$ cat src/rtl/fxp_pkg.sv
// Shared types and helpers for the fixed-point
// widen/accumulate datapath.
package fxp_pkg;

    typedef enum logic {
        ACCUM = 1'b0,
        DONE  = 1'b1
    } state_t;

    // Largest positive two's-complement value of the given width.
    function automatic logic [63:0] sat_max(input int width);
        return (64'd1 << (width - 1)) - 64'd1;
    endfunction

    // Most negative two's-complement value of the given width.
    function automatic logic [63:0] sat_min(input int width);
        return 64'd1 << (width - 1);
    endfunction

    // Counter width able to hold 0..n inclusive.
    function automatic int cnt_width(input int n);
        return $clog2(n + 1);
    endfunction

endpackage

$ cat src/rtl/fxp_widen.sv
// Combinational Q(WIO.WFO) -> Q(WIA.WFA) widening:
// sign-extend the integer part, zero-pad the fraction.
module fxp_widen #(
    parameter int WIO = 6,
    parameter int WFO = 11,
    parameter int WIA = 12,
    parameter int WFA = 16
) (
    input  logic [WIO+WFO-1:0] in_data,
    output logic [WIA+WFA-1:0] out_data
);

    localparam int WOUT = WIA + WFA;

    logic signed [WOUT-1:0] ext;

    // Sign-extend to full width, then shift the fraction into place;
    // the bits shifted out are copies of the sign, so the value is exact.
    always_comb begin
        ext      = WOUT'($signed(in_data));
        out_data = ext << (WFA - WFO);
    end

endmodule

$ cat src/rtl/fxp_widen_accumulate.sv
// Widens narrowed samples and accumulates them per frame with a
// saturating adder; reports sum, sticky saturation and flag counts.
module fxp_widen_accumulate
    import fxp_pkg::*;
#(
    parameter int WIO       = 6,
    parameter int WFO       = 11,
    parameter int WIA       = 12,
    parameter int WFA       = 16,
    parameter int FRAME_LEN = 8
) (
    input  logic                             clk,
    input  logic                             reset,
    input  logic                             in_valid,
    output logic                             in_ready,
    input  logic [WIO+WFO-1:0]               in_data,
    input  logic                             in_last,
    input  logic                             in_overflow,
    input  logic                             in_underflow,
    output logic                             out_valid,
    input  logic                             out_ready,
    output logic [WIA+WFA-1:0]               out_sum,
    output logic [cnt_width(FRAME_LEN)-1:0]  out_count,
    output logic [cnt_width(FRAME_LEN)-1:0]  out_of_count,
    output logic [cnt_width(FRAME_LEN)-1:0]  out_uf_count,
    output logic                             out_acc_sat
);

    localparam int W  = WIA + WFA;
    localparam int CW = cnt_width(FRAME_LEN);

    localparam logic [W-1:0]  SMAX     = W'(sat_max(W));
    localparam logic [W-1:0]  SMIN     = W'(sat_min(W));
    localparam logic [CW-1:0] LAST_CNT = CW'(FRAME_LEN - 1);

    if (WIA < WIO || WFA < WFO || FRAME_LEN < 1) begin : g_bad_params
        $fatal(1, "fxp_widen_accumulate: illegal parameters");
    end

    state_t        state;
    logic [W-1:0]  acc;
    logic          sat;
    logic [CW-1:0] cnt;
    logic [CW-1:0] of_cnt;
    logic [CW-1:0] uf_cnt;

    logic [W-1:0]  wid;
    logic [W:0]    sum_ext;
    logic [W-1:0]  acc_nxt;
    logic          sat_hit;
    logic          accept;
    logic          frame_end;
    logic [CW-1:0] cnt_nxt;
    logic [CW-1:0] of_nxt;
    logic [CW-1:0] uf_nxt;

    fxp_widen #(
        .WIO (WIO),
        .WFO (WFO),
        .WIA (WIA),
        .WFA (WFA)
    ) u_widen (
        .in_data  (in_data),
        .out_data (wid)
    );

    assign in_ready = (state == ACCUM);

    // Saturating add one bit wider; top-two-bit mismatch means overflow.
    always_comb begin
        sum_ext = {acc[W-1], acc} + {wid[W-1], wid};
        acc_nxt = sum_ext[W-1:0];
        sat_hit = 1'b0;
        if (sum_ext[W] != sum_ext[W-1]) begin
            sat_hit = 1'b1;
            acc_nxt = sum_ext[W] ? SMIN : SMAX;
        end
    end

    // Accept/frame-end decode and next counter values.
    always_comb begin
        accept    = in_valid && in_ready;
        frame_end = accept && (in_last || cnt == LAST_CNT);
        cnt_nxt   = cnt + CW'(1);
        of_nxt    = of_cnt + CW'(in_overflow);
        uf_nxt    = uf_cnt + CW'(in_underflow);
    end

    // Frame FSM: accumulate until frame end, then hold the result
    // until the downstream takes it.
    always_ff @(posedge clk) begin
        if (reset) begin
            state        <= ACCUM;
            acc          <= '0;
            sat          <= 1'b0;
            cnt          <= '0;
            of_cnt       <= '0;
            uf_cnt       <= '0;
            out_valid    <= 1'b0;
            out_sum      <= '0;
            out_count    <= '0;
            out_of_count <= '0;
            out_uf_count <= '0;
            out_acc_sat  <= 1'b0;
        end else begin
            unique case (state)
                ACCUM: begin
                    if (accept) begin
                        acc    <= acc_nxt;
                        sat    <= sat | sat_hit;
                        cnt    <= cnt_nxt;
                        of_cnt <= of_nxt;
                        uf_cnt <= uf_nxt;
                        if (frame_end) begin
                            out_sum      <= acc_nxt;
                            out_count    <= cnt_nxt;
                            out_of_count <= of_nxt;
                            out_uf_count <= uf_nxt;
                            out_acc_sat  <= sat | sat_hit;
                            out_valid    <= 1'b1;
                            state        <= DONE;
                        end
                    end
                end
                DONE: begin
                    if (out_valid && out_ready) begin
                        out_valid <= 1'b0;
                        acc       <= '0;
                        sat       <= 1'b0;
                        cnt       <= '0;
                        of_cnt    <= '0;
                        uf_cnt    <= '0;
                        state     <= ACCUM;
                    end
                end
                default: state <= ACCUM;
            endcase
        end
    end

endmodule
$ cat config.mk
export PLATFORM = sky130hd
export DESIGN_NAME = fxp_widen_accumulate
export DESIGN_NICKNAME = d
export VERILOG_FILES = /design/src/rtl/fxp_pkg.sv /design/src/rtl/fxp_widen.sv /design/src/rtl/fxp_widen_accumulate.sv
export SDC_FILE = /design/constraint.sdc
export NUM_CORES = 1
export LEC_CHECK = 0
export CORE_MARGIN = 4
export CORE_UTILIZATION = 25
export CTS_BUF_LIST = sky130_fd_sc_hd__clkbuf_8
export DETAILED_ROUTE_END_ITERATION = 10
export PLACE_DENSITY = 0.5
export RECOVER_POWER = 50
export SETUP_SLACK_MARGIN = 0.05
export SYNTH_ARGS = -nofsm -noshare
export SYNTH_HDL_FRONTEND = slang
export SYNTH_SLANG_ARGS = --single-unit
export TNS_END_PERCENT = 20
$ cat constraint.sdc
create_clock -name clk -period 8.2 [get_ports clk]
set_input_delay 1.64 -clock clk [delete_from_list [all_inputs] [get_ports clk]]
set_output_delay 1.64 -clock clk [all_outputs]
set_load 0.01 [all_outputs]
## After elaboration in Yosys (flattened, before gate mapping)

Cells that the tools add are included.
Widths: inputs -> output; s select.

- Add/sub/neg operators: 4
- Eq/ne operators: 5
- Muxes and demuxes: 23
- Bitwise logic cells: 2
- Reductions and logical operators: 7

Operators with widths:

| operator | count |
|---|---|
| $mux 28 | 4 |
| $pmux 28 s2 | 1 |
| $add 28x22->29 | 1 |
| $pmux 4 s2 | 3 |
| $mux 4 | 4 |
| $add 4x1->4 | 2 |
| $mux 1 | 8 |
| $ne 2x1->1 const B | 3 |
| $pmux 1 s2 | 3 |
| $reduce_and 3->1 | 2 |
| $add 4x1->4 const B | 1 |
| $eq 4x3->1 const B | 1 |
| $logic_and 1x1->1 | 3 |
| $reduce_and 2->1 | 1 |
| $logic_or 1x1->1 | 1 |
| $ne 1x1->1 | 1 |
| $not 1->1 | 1 |
| $or 1x1->1 | 1 |

- Flip-flop bits (word level): 84
- Input bits: 24
- Logic and storage cells: 53

## Longest topological paths before layout

Gate-level depths: netlist (run 1).

- Depth in word-level cells: 6
- Mapped depth: 11
- Mapped depth without buffers: 9

## By module

A second synthesis (run 1) with hierarchy kept.

- Cells, all modules: 676
- Area total of the unflattened synthesis: 5241.3 µm²

Modules (own cells, without submodules):

| module | instances | cells each | area an instance (µm²) |
|---|---|---|---|
| fxp_widen_accumulate | 1 | 647 | 5027.3 |
| fxp_widen | 1 | 29 | 214.0 |

## Worst setup path after synthesis (run 1)

Ideal clock, no wire load.

- Path kind: in2reg
- Start: input port in_data[0]
- End: register acc[6]
- Setup time: 0.088 ns
- Arrival time: 3.863 ns
- Required time: 8.112 ns
- Setup slack: 4.249 ns
- Stages on the path: 11
- Cell sequence: ha_1 fa_1 a21oi_1 o211ai_2 a211oi_1 a21oi_2 xnor2_1 buf_4 nand2_1 buf_2 a311oi_2

- Longest elaborated chain between the ends: 5

RTL lines:

| what | RTL line | text |
|---|---|---|
| start, declared | fxp_widen_accumulate.sv:16 | `input logic [WIO+WFO-1:0] in_data,` |
| $add 28x22->29 * | fxp_widen_accumulate.sv:71 | `sum_ext = {acc[W-1], acc} + {wid[W-1], wid};` |
| $mux 28 / $ne 1x1->1 (equally long branches) | fxp_widen_accumulate.sv:76, fxp_widen_accumulate.sv:74 |  |
| $mux 28 * | fxp_widen_accumulate.sv:74 | `if (sum_ext[W] != sum_ext[W-1]) begin` |
| $mux 28 * | fxp_widen_accumulate.sv:108 | `if (accept) begin` |
| $pmux 28 s2 * | fxp_widen_accumulate.sv:106 | `unique case (state)` |
| end signal, assigned | fxp_widen_accumulate.sv:109 | `acc <= acc_nxt;` |
| end, declared | fxp_widen_accumulate.sv:41 | `logic [W-1:0] acc;` |

Every way passes the cells marked *; elsewhere a longest branch is shown, timed or not. The select of a mux whose other input is x is not followed.
A chain may end at the register's enable or synchronous reset.

## Worst setup path in the final report (run 1)

- Start: input port in_data[0]
- End: register acc[5]

Same word-level chain as after synthesis.

==> flow_metrics.py, run 1 <==
metrics = {
    "run_status": {
        "outcome": "finished, final reports clean",
    },
    "power": {
        "swShare_pct": 38.63,
        "p_clk_share_pct": 23.6,
        "p_comb_share_pct": 38.4,
        "p_per_area_mw_per_mm2": 225.2,
        "power.leakage_nw": 2.179,
        "total_power_mw": 1.271,
        "p_sw_uw": 491.2,
        "peakVddDrop_uv": 70.86,
        "intPower_uw": 780.3,
        "pwr-share-seq_pct": 38.0,
    },
    "worst_setup_path": {
        "cp-end-kind": "flip-flop",
        "critPathTopFamily": "compound AO/OA/AOI/OAI gates",
        "r2r_cells": 9,
        "critPathRequiredTime_ns": 8.50,
        "worst_path_largest_cell_delay_ns": 0.79,
        "crit_cells": 10,
        "worstPathBufferInverterCount": 1,
        "regToRegSetupSlack_ns": 4.63,
        "cp-endpoint": "acc[5]",
        "cp-start-kind": "input pin",
        "r2r-end": "acc[5]",
        "cp-startpoint": "in_data[0]",
        "critPathArrivalTime_ns": 5.27,
        "worstSetupPathType": "in -> reg",
        "slowest_stage": "xnor2_1",
        "path_cells": "clkdlybuf4s50_1 > ha_1 > fa_1 > a21oi_1 > o211ai_2 > a211oi_1 > a21oi_2 > xnor2_1 > nand2_1 > a311oi_1",
        "crit_fanout": 12,
        "reg2reg_from": "acc[5]",
    },
    "clock_network": {
        "clk_latency_ns": 0.38,
        "cts.clk_slew.worst_paths_ns": 0.10,
        "cts_resized": 0,
        "cts_tree": "built",
        "cts-htree-levels": 3,
        "cts_setup_buffers": 0,
        "hold_buffers": 0,
        "numCtsBuffers": 9,
        "clkSinkCount": 84,
        "cts_buffer_depth": 2,
        "cts_root_buf": "clkbuf_8",
    },
    "sta": {
        "drv_slew": 0,
        "fin_skew_ns": 0.01627,
        "timing.hold.ws_ns": 0.4586,
        "hold_viol": 0,
        "slew_headroom_pct": 7.887,
        "rsz0062_at_grt": "false",
        "setup-tns-final_ns": 0,
        "fmax_mhz": 201.3,
        "post-route-period-util_pct": 60.59,
        "finalSetupViolations": 0,
        "finalCriticalPeriod_ns": 4.968,
        "tightest_slew_ns": 1.382,
    },
    "place": {
        "gp_congestion": 0.8418,
        "io_buffer_count": 66,
        "dp_hpwl_um": 9693,
        "place_area_mm2": 0.005465,
    },
    "global_route": {
        "track_usage_pct": 13.18,
        "grt_pass1_wl_um": 21850,
        "antenna_found_initial": 0,
        "grt_remaining_overflow": 0,
        "grt_max_degree": 40,
        "grt_pass1_vias": 4195,
    },
    "synth": {
        "ys_ff_latch": 84,
        "async_flop_share_pct": 0,
        "synth_top_area_cell": "dfxtp_1",
        "synth.yosys.warnings": 0,
        "yosysUniqueCellTypes": 62,
        "yosysSeqAreaShare_pct": 36.36,
        "synth_cells": 560,
        "synth_top_area_share_pct": 36.36,
        "syn_avg_cell_area_um2": 8.258,
        "syn_area_mm2": 0.004624,
        "synth_nets": 613,
        "synthTopCellsByArea": "dfxtp_1 (36%), ha_1 (7.6%), a21oi_1 (6.7%)",
        "ys.flop_type": "dfxtp_1",
        "synth_edf_count": 0,
    },
    "min_path": {
        "min_from": "out_of_count[1]",
        "hold_depth": 2,
        "hold_class": "reg -> reg",
    },
    "route": {
        "first_pass_iters": 7,
        "routedWlPerCell_um": 16.00,
        "drc": 0,
        "via_per_inst": 5.057,
        "drtIter0Drc": 180,
        "wl_um": 13470,
        "vias": 4258,
        "route.antenna.remaining_nets": 0,
    },
    "layout": {
        "syn_to_final_growth_pct": 22.11,
        "nets": 661,
        "diodes": 0,
        "design_area_mm2": 0.005647,
        "drive_above_1_share_pct": 8.320,
        "fin_util_pct": 31.22,
        "fillers": 1874,
    },
    "floorplan": {
        "start_util_pct": 25.57,
        "core_area_mm2": 0.01809,
        "dieWidth_um": 144.0,
        "rows": 49,
        "io_pins": 67,
        "die_h_um": 144.0,
        "dieArea_mm2": 0.02074,
    },
    "flow_run": {
        "cap_violations": 0,
    },
}
==> worst min-delay path by stage <==
stage | to | slack, ns
2_1_floorplan | acc[10] | 0.43
3_3_place_gp | acc[9] | 0.44
3_5_place_dp | acc[17] | 0.45
4_1_cts | acc[20] | 0.46
5_1_grt | acc[17] | 0.48
6_report | out_of_count[1] | 0.46
==> sequential cells by signal, indices dropped and copies added (netlist names) <==
register,cells
cnt,4
out_uf_count,4
out_count,4
out_valid,1
uf_cnt,4
acc,28
out_acc_sat,1
state,1
out_of_count,4
sat,1
out_sum,28
of_cnt,4
==> metrics by stage <==
| stage | setup WS, ns | std cells |
|---|---|---|
| 6_report | 3.232 | 842 |
| 5_1_grt | 2.890 | 842 |
| 4_1_cts | 3.221 | 842 |
| 3_5_place_dp | 2.815 | 826 |
| 3_3_place_gp | 2.876 | 826 |
| 2_1_floorplan | 4.249 | 560 |
==> worst register-to-register path, delay by kind of cell (launching register included) <==
kind / cells / cell delay (ns)
AOI/OAI and AO/OA: 5 / 1.23
xor gates and xnor gates: 1 / 0.79
adders and majority gates: 2 / 0.63
and+or+nand+nor: 1 / 0.51
DFF: 1 / 0.33
==> synthesized netlist by cell type, types with 2 or more instances <==
library cell and n:
a21oi_1 62, a21oi_2 2, a21o_1 5, o311ai_1 3, o211ai_1 9, buf_2 8
a22o_1 2, or3_1 2, ha_1 28, a32o_1 2, o21ai_0 44, a31oi_1 12
nand2_1 73, nand2b_1 2, and2_1 3, inv_1 10, o22ai_1 4, dfxtp_1 84
o31ai_1 3, nand4_1 2, a31o_2 2, o21ai_1 21, buf_4 2, nor3_1 3
nand3_1 15, xnor2_1 13, o21a_1 5, a211oi_1 16, clkbuf_1 24, maj3_2 16
and3_1 7, xor2_1 9, nor2_1 38
==> logic make-up after synthesis <==
kind of cell	synth area share [%]
compound gates	28.38
xor+xnor	4.167
fa+ha+maj	12.12
buf+inv	4.275
flops	36.36
mux	0.2435
simple gates	14.45
==> cell type report <==
type | instances | area, um^2 | area share [%]
Clock inverter | 6 | 52.55 | 0.9306
Sequential cell | 84 | 1682 | 29.78
Inverter | 10 | 37.54 | 0.6647
Multi-Input combinational cell | 430 | 2745 | 48.62
Timing Repair Buffer | 73 | 705.7 | 12.50
Clock buffer | 10 | 137.6 | 2.437
Tap cell | 229 | 286.5 | 5.074
==> power groups by stage <==
stage | combinational (mW) | sequential (mW) | clock, mW
floorplan | 0.352 | 0.492 | 0
CTS | 0.497 | 0.484 | 0.310
global route | 0.544 | 0.488 | 0.325
finish | 0.489 | 0.483 | 0.300
global placement | 0.492 | 0.492 | 0
detailed placement | 0.494 | 0.493 | 0
==> cell usage in the layout (no fill, tap or decap), types with 21 or more instances in the layout <==
cell type	n
dfxtp_1	84
nand2_1	73
a21oi_1	62
dlygate4sd3_1	45
o21ai_0	44
nor2_1	38
ha_1	28
o21ai_1	21
clkdlybuf4s50_1	21
==> layer usage <==
metal  GRT usage [%]  up-vias  routed length (um)
li1                -     2144                   -
met3           2.679       15                 592
met1           17.96     2019                6603
met5               0        -                   0
met4           3.964        0                 190
met2           21.07       80                6081
Note: power is estimated with default switching activity, not from simulation.
==> run 2, diff against run 1 <==
==> constraint.sdc (replaced) <==
create_clock -name clk -period 4.8 [get_ports clk]
set_input_delay 0.96 -clock clk [delete_from_list [all_inputs] [get_ports clk]]
set_output_delay 0.96 -clock clk [all_outputs]
set_load 0.01 [all_outputs]
==> run 2 against run 1 <==
  * Power is 69% higher
  * Largest power group unchanged
  * Critical path depth fell by 1
  * Routed wire length fell by 1.4%
  * Worst hold slack lost 0.0054 ns
  * Sequential power is 70% higher
  * First-iteration DRC count grew 26%
  * Die area unchanged
  * Combinational power increased by 71%
  * Clock skew down 0.00099 ns
  * Sequential share of layout area is 0.086 points lower
  * Utilization is 0.090 points higher
==> flow_metrics.py, run 2 (same netlist as run 1, synthesis figures left out) <==
metrics = {
    "clock_network": {
        "cts_tree": "built",
        "hold_buffers": 0,
        "cts_resized": 0,
        "cts-htree-levels": 3,
        "cts_setup_buffers": 0,
        "cts.clk_slew.worst_paths_ns": 0.10,
        "clkSinkCount": 84,
        "cts_buffer_depth": 2,
        "cts_root_buf": "clkbuf_8",
        "numCtsBuffers": 9,
        "clk_latency_ns": 0.39,
    },
    "worst_setup_path": {
        "regToRegSetupSlack_ns": 1.78,
        "path_cells": "clkdlybuf4s50_1 > ha_1 > inv_1 > o21bai_1 > a22oi_1 > o221ai_1 > a2bb2oi_2 > nand2_1 > a311oi_1",
        "crit_fanout": 13,
        "slowest_stage": "clkdlybuf4s50_1",
        "worstSetupPathType": "in -> reg",
        "worstPathBufferInverterCount": 2,
        "critPathRequiredTime_ns": 5.10,
        "reg2reg_from": "acc[13]",
        "cp-end-kind": "flip-flop",
        "cp-start-kind": "input pin",
        "cp-startpoint": "in_data[16]",
        "worst_path_largest_cell_delay_ns": 0.60,
        "critPathTopFamily": "compound AO/OA/AOI/OAI gates",
        "critPathArrivalTime_ns": 4.08,
    },
    "sta": {
        "fmax_mhz": 264.3,
        "finalCriticalPeriod_ns": 3.784,
        "hold_viol": 0,
        "post-route-period-util_pct": 78.84,
        "fin_skew_ns": 0.01528,
        "tightest_slew_ns": 1.216,
        "slew_headroom_pct": 18.94,
        "setup-tns-final_ns": 0,
        "timing.hold.ws_ns": 0.4532,
        "drv_slew": 0,
        "rsz0062_at_grt": "false",
        "finalSetupViolations": 0,
        "setup_ws_ns": 1.016,
    },
    "global_route": {
        "grt_pass1_wl_um": 21620,
        "antenna_found_initial": 0,
        "grt_pass1_vias": 4125,
        "grt_remaining_overflow": 0,
        "grt_max_degree": 39,
        "track_usage_pct": 13.11,
    },
    "place": {
        "io_buffer_count": 66,
        "place_area_mm2": 0.005488,
        "pre_cts_ws_ns": 0.6743,
        "gp_congestion": 0.8748,
        "dp_hpwl_um": 9724,
    },
    "flow_run": {
        "cap_violations": 0,
    },
    "layout": {
        "syn_to_final_growth_pct": 22.46,
        "nets": 664,
        "fillers": 1888,
        "drive_above_1_share_pct": 8.929,
        "seqCellArea_mm2": 0.001682,
        "top_regs": "acc (28), out_sum (28)",
        "diodes": 0,
        "multi_input_area_mm2": 0.002745,
        "final_cell_mix": "dfxtp_1 (84), nand2_1 (73), a21oi_1 (62)",
        "design_area_mm2": 0.005663,
        "layout_commonest_cell": "dfxtp_1",
    },
    "power": {
        "p_per_area_mw_per_mm2": 379.6,
        "peakVddDrop_uv": 110.0,
        "total_power_mw": 2.150,
        "power.leakage_nw": 2.196,
    },
    "run_status": {
        "outcome": "finished, final reports clean",
    },
    "floorplan": {
        "die_h_um": 144.0,
        "start_util_pct": 25.57,
        "rows": 49,
        "core_area_mm2": 0.01809,
        "io_pins": 67,
        "dieWidth_um": 144.0,
        "dieArea_mm2": 0.02074,
    },
    "route": {
        "first_pass_iters": 4,
        "via_per_inst": 5.046,
        "drc": 0,
        "wl_um": 13280,
        "routedWlPerCell_um": 15.71,
        "vias": 4264,
        "route.antenna.remaining_nets": 0,
        "drtIter0Drc": 226,
    },
    "min_path": {
        "hold_class": "reg -> reg",
        "min_from": "out_of_count[1]",
    },
}
-- run 2: changes by cell type in the layout (fill, tap and decap cells not counted) --
| cell | previous run | this run |
|---|---|---|
| clkbuf_1 | 2 | 1 |
| clkinv_2 | 0 | 1 |
| clkinvlp_4 | 2 | 1 |
| clkinv_4 | 0 | 1 |
| inv_8 | 1 | 0 |
| buf_4 | 5 | 9 |
| inv_6 | 3 | 4 |
| clkbuf_8 | 10 | 9 |
-- run 2: worst reg2reg max path: cells and delay by family (launching register included) --
kind / cells / cell delay (ns)
compound gates: 4 / 1.24
simple gates: 3 / 0.95
fa+ha+maj: 1 / 0.39
flops: 1 / 0.35
-- run 2: cell type report --
class,count,share of cell area [%]
Multi-Input combinational cell,430,48.48
Sequential cell,84,29.70
Timing Repair Buffer,76,12.93
Tap cell,229,5.060
Clock buffer,9,2.187
Clock inverter,7,0.9943
Inverter,10,0.6628
-- run 2: metal layers --
metal  vias to the layer above  track usage (%)  routed length, um
li1                       2138                -                  -
met1                      2012            17.39               6183
met2                       105            21.12               6127
met3                         9            2.943                820
met4                         0            4.410                147
met5                         -                0                  0
-- run 2: per-stage QoR --
stage                     cells  utilization, %
after floorplan             560               -
after global placement      829           30.34
after detailed placement    829           30.34
after CTS                   845           31.34
after global routing        845           31.31
final                       845           31.31
-- run 2: power by group --
part / internal (mW) / total, mW / switching, mW
clock: 0.195 / 0.491 / 0.296
sequential: 0.776 / 0.823 / 0.0469
combinational: 0.354 / 0.835 / 0.481
-- run 2: worst paths after layout --
| path | endpoint | depth (start not counted) |
|---|---|---|
| setup / recovery | acc[5] | 9 |
| hold / removal | out_of_count[1] | 2 |
| setup reg to reg | acc[5] | 8 |
| hold reg to reg | out_of_count[1] | 2 |
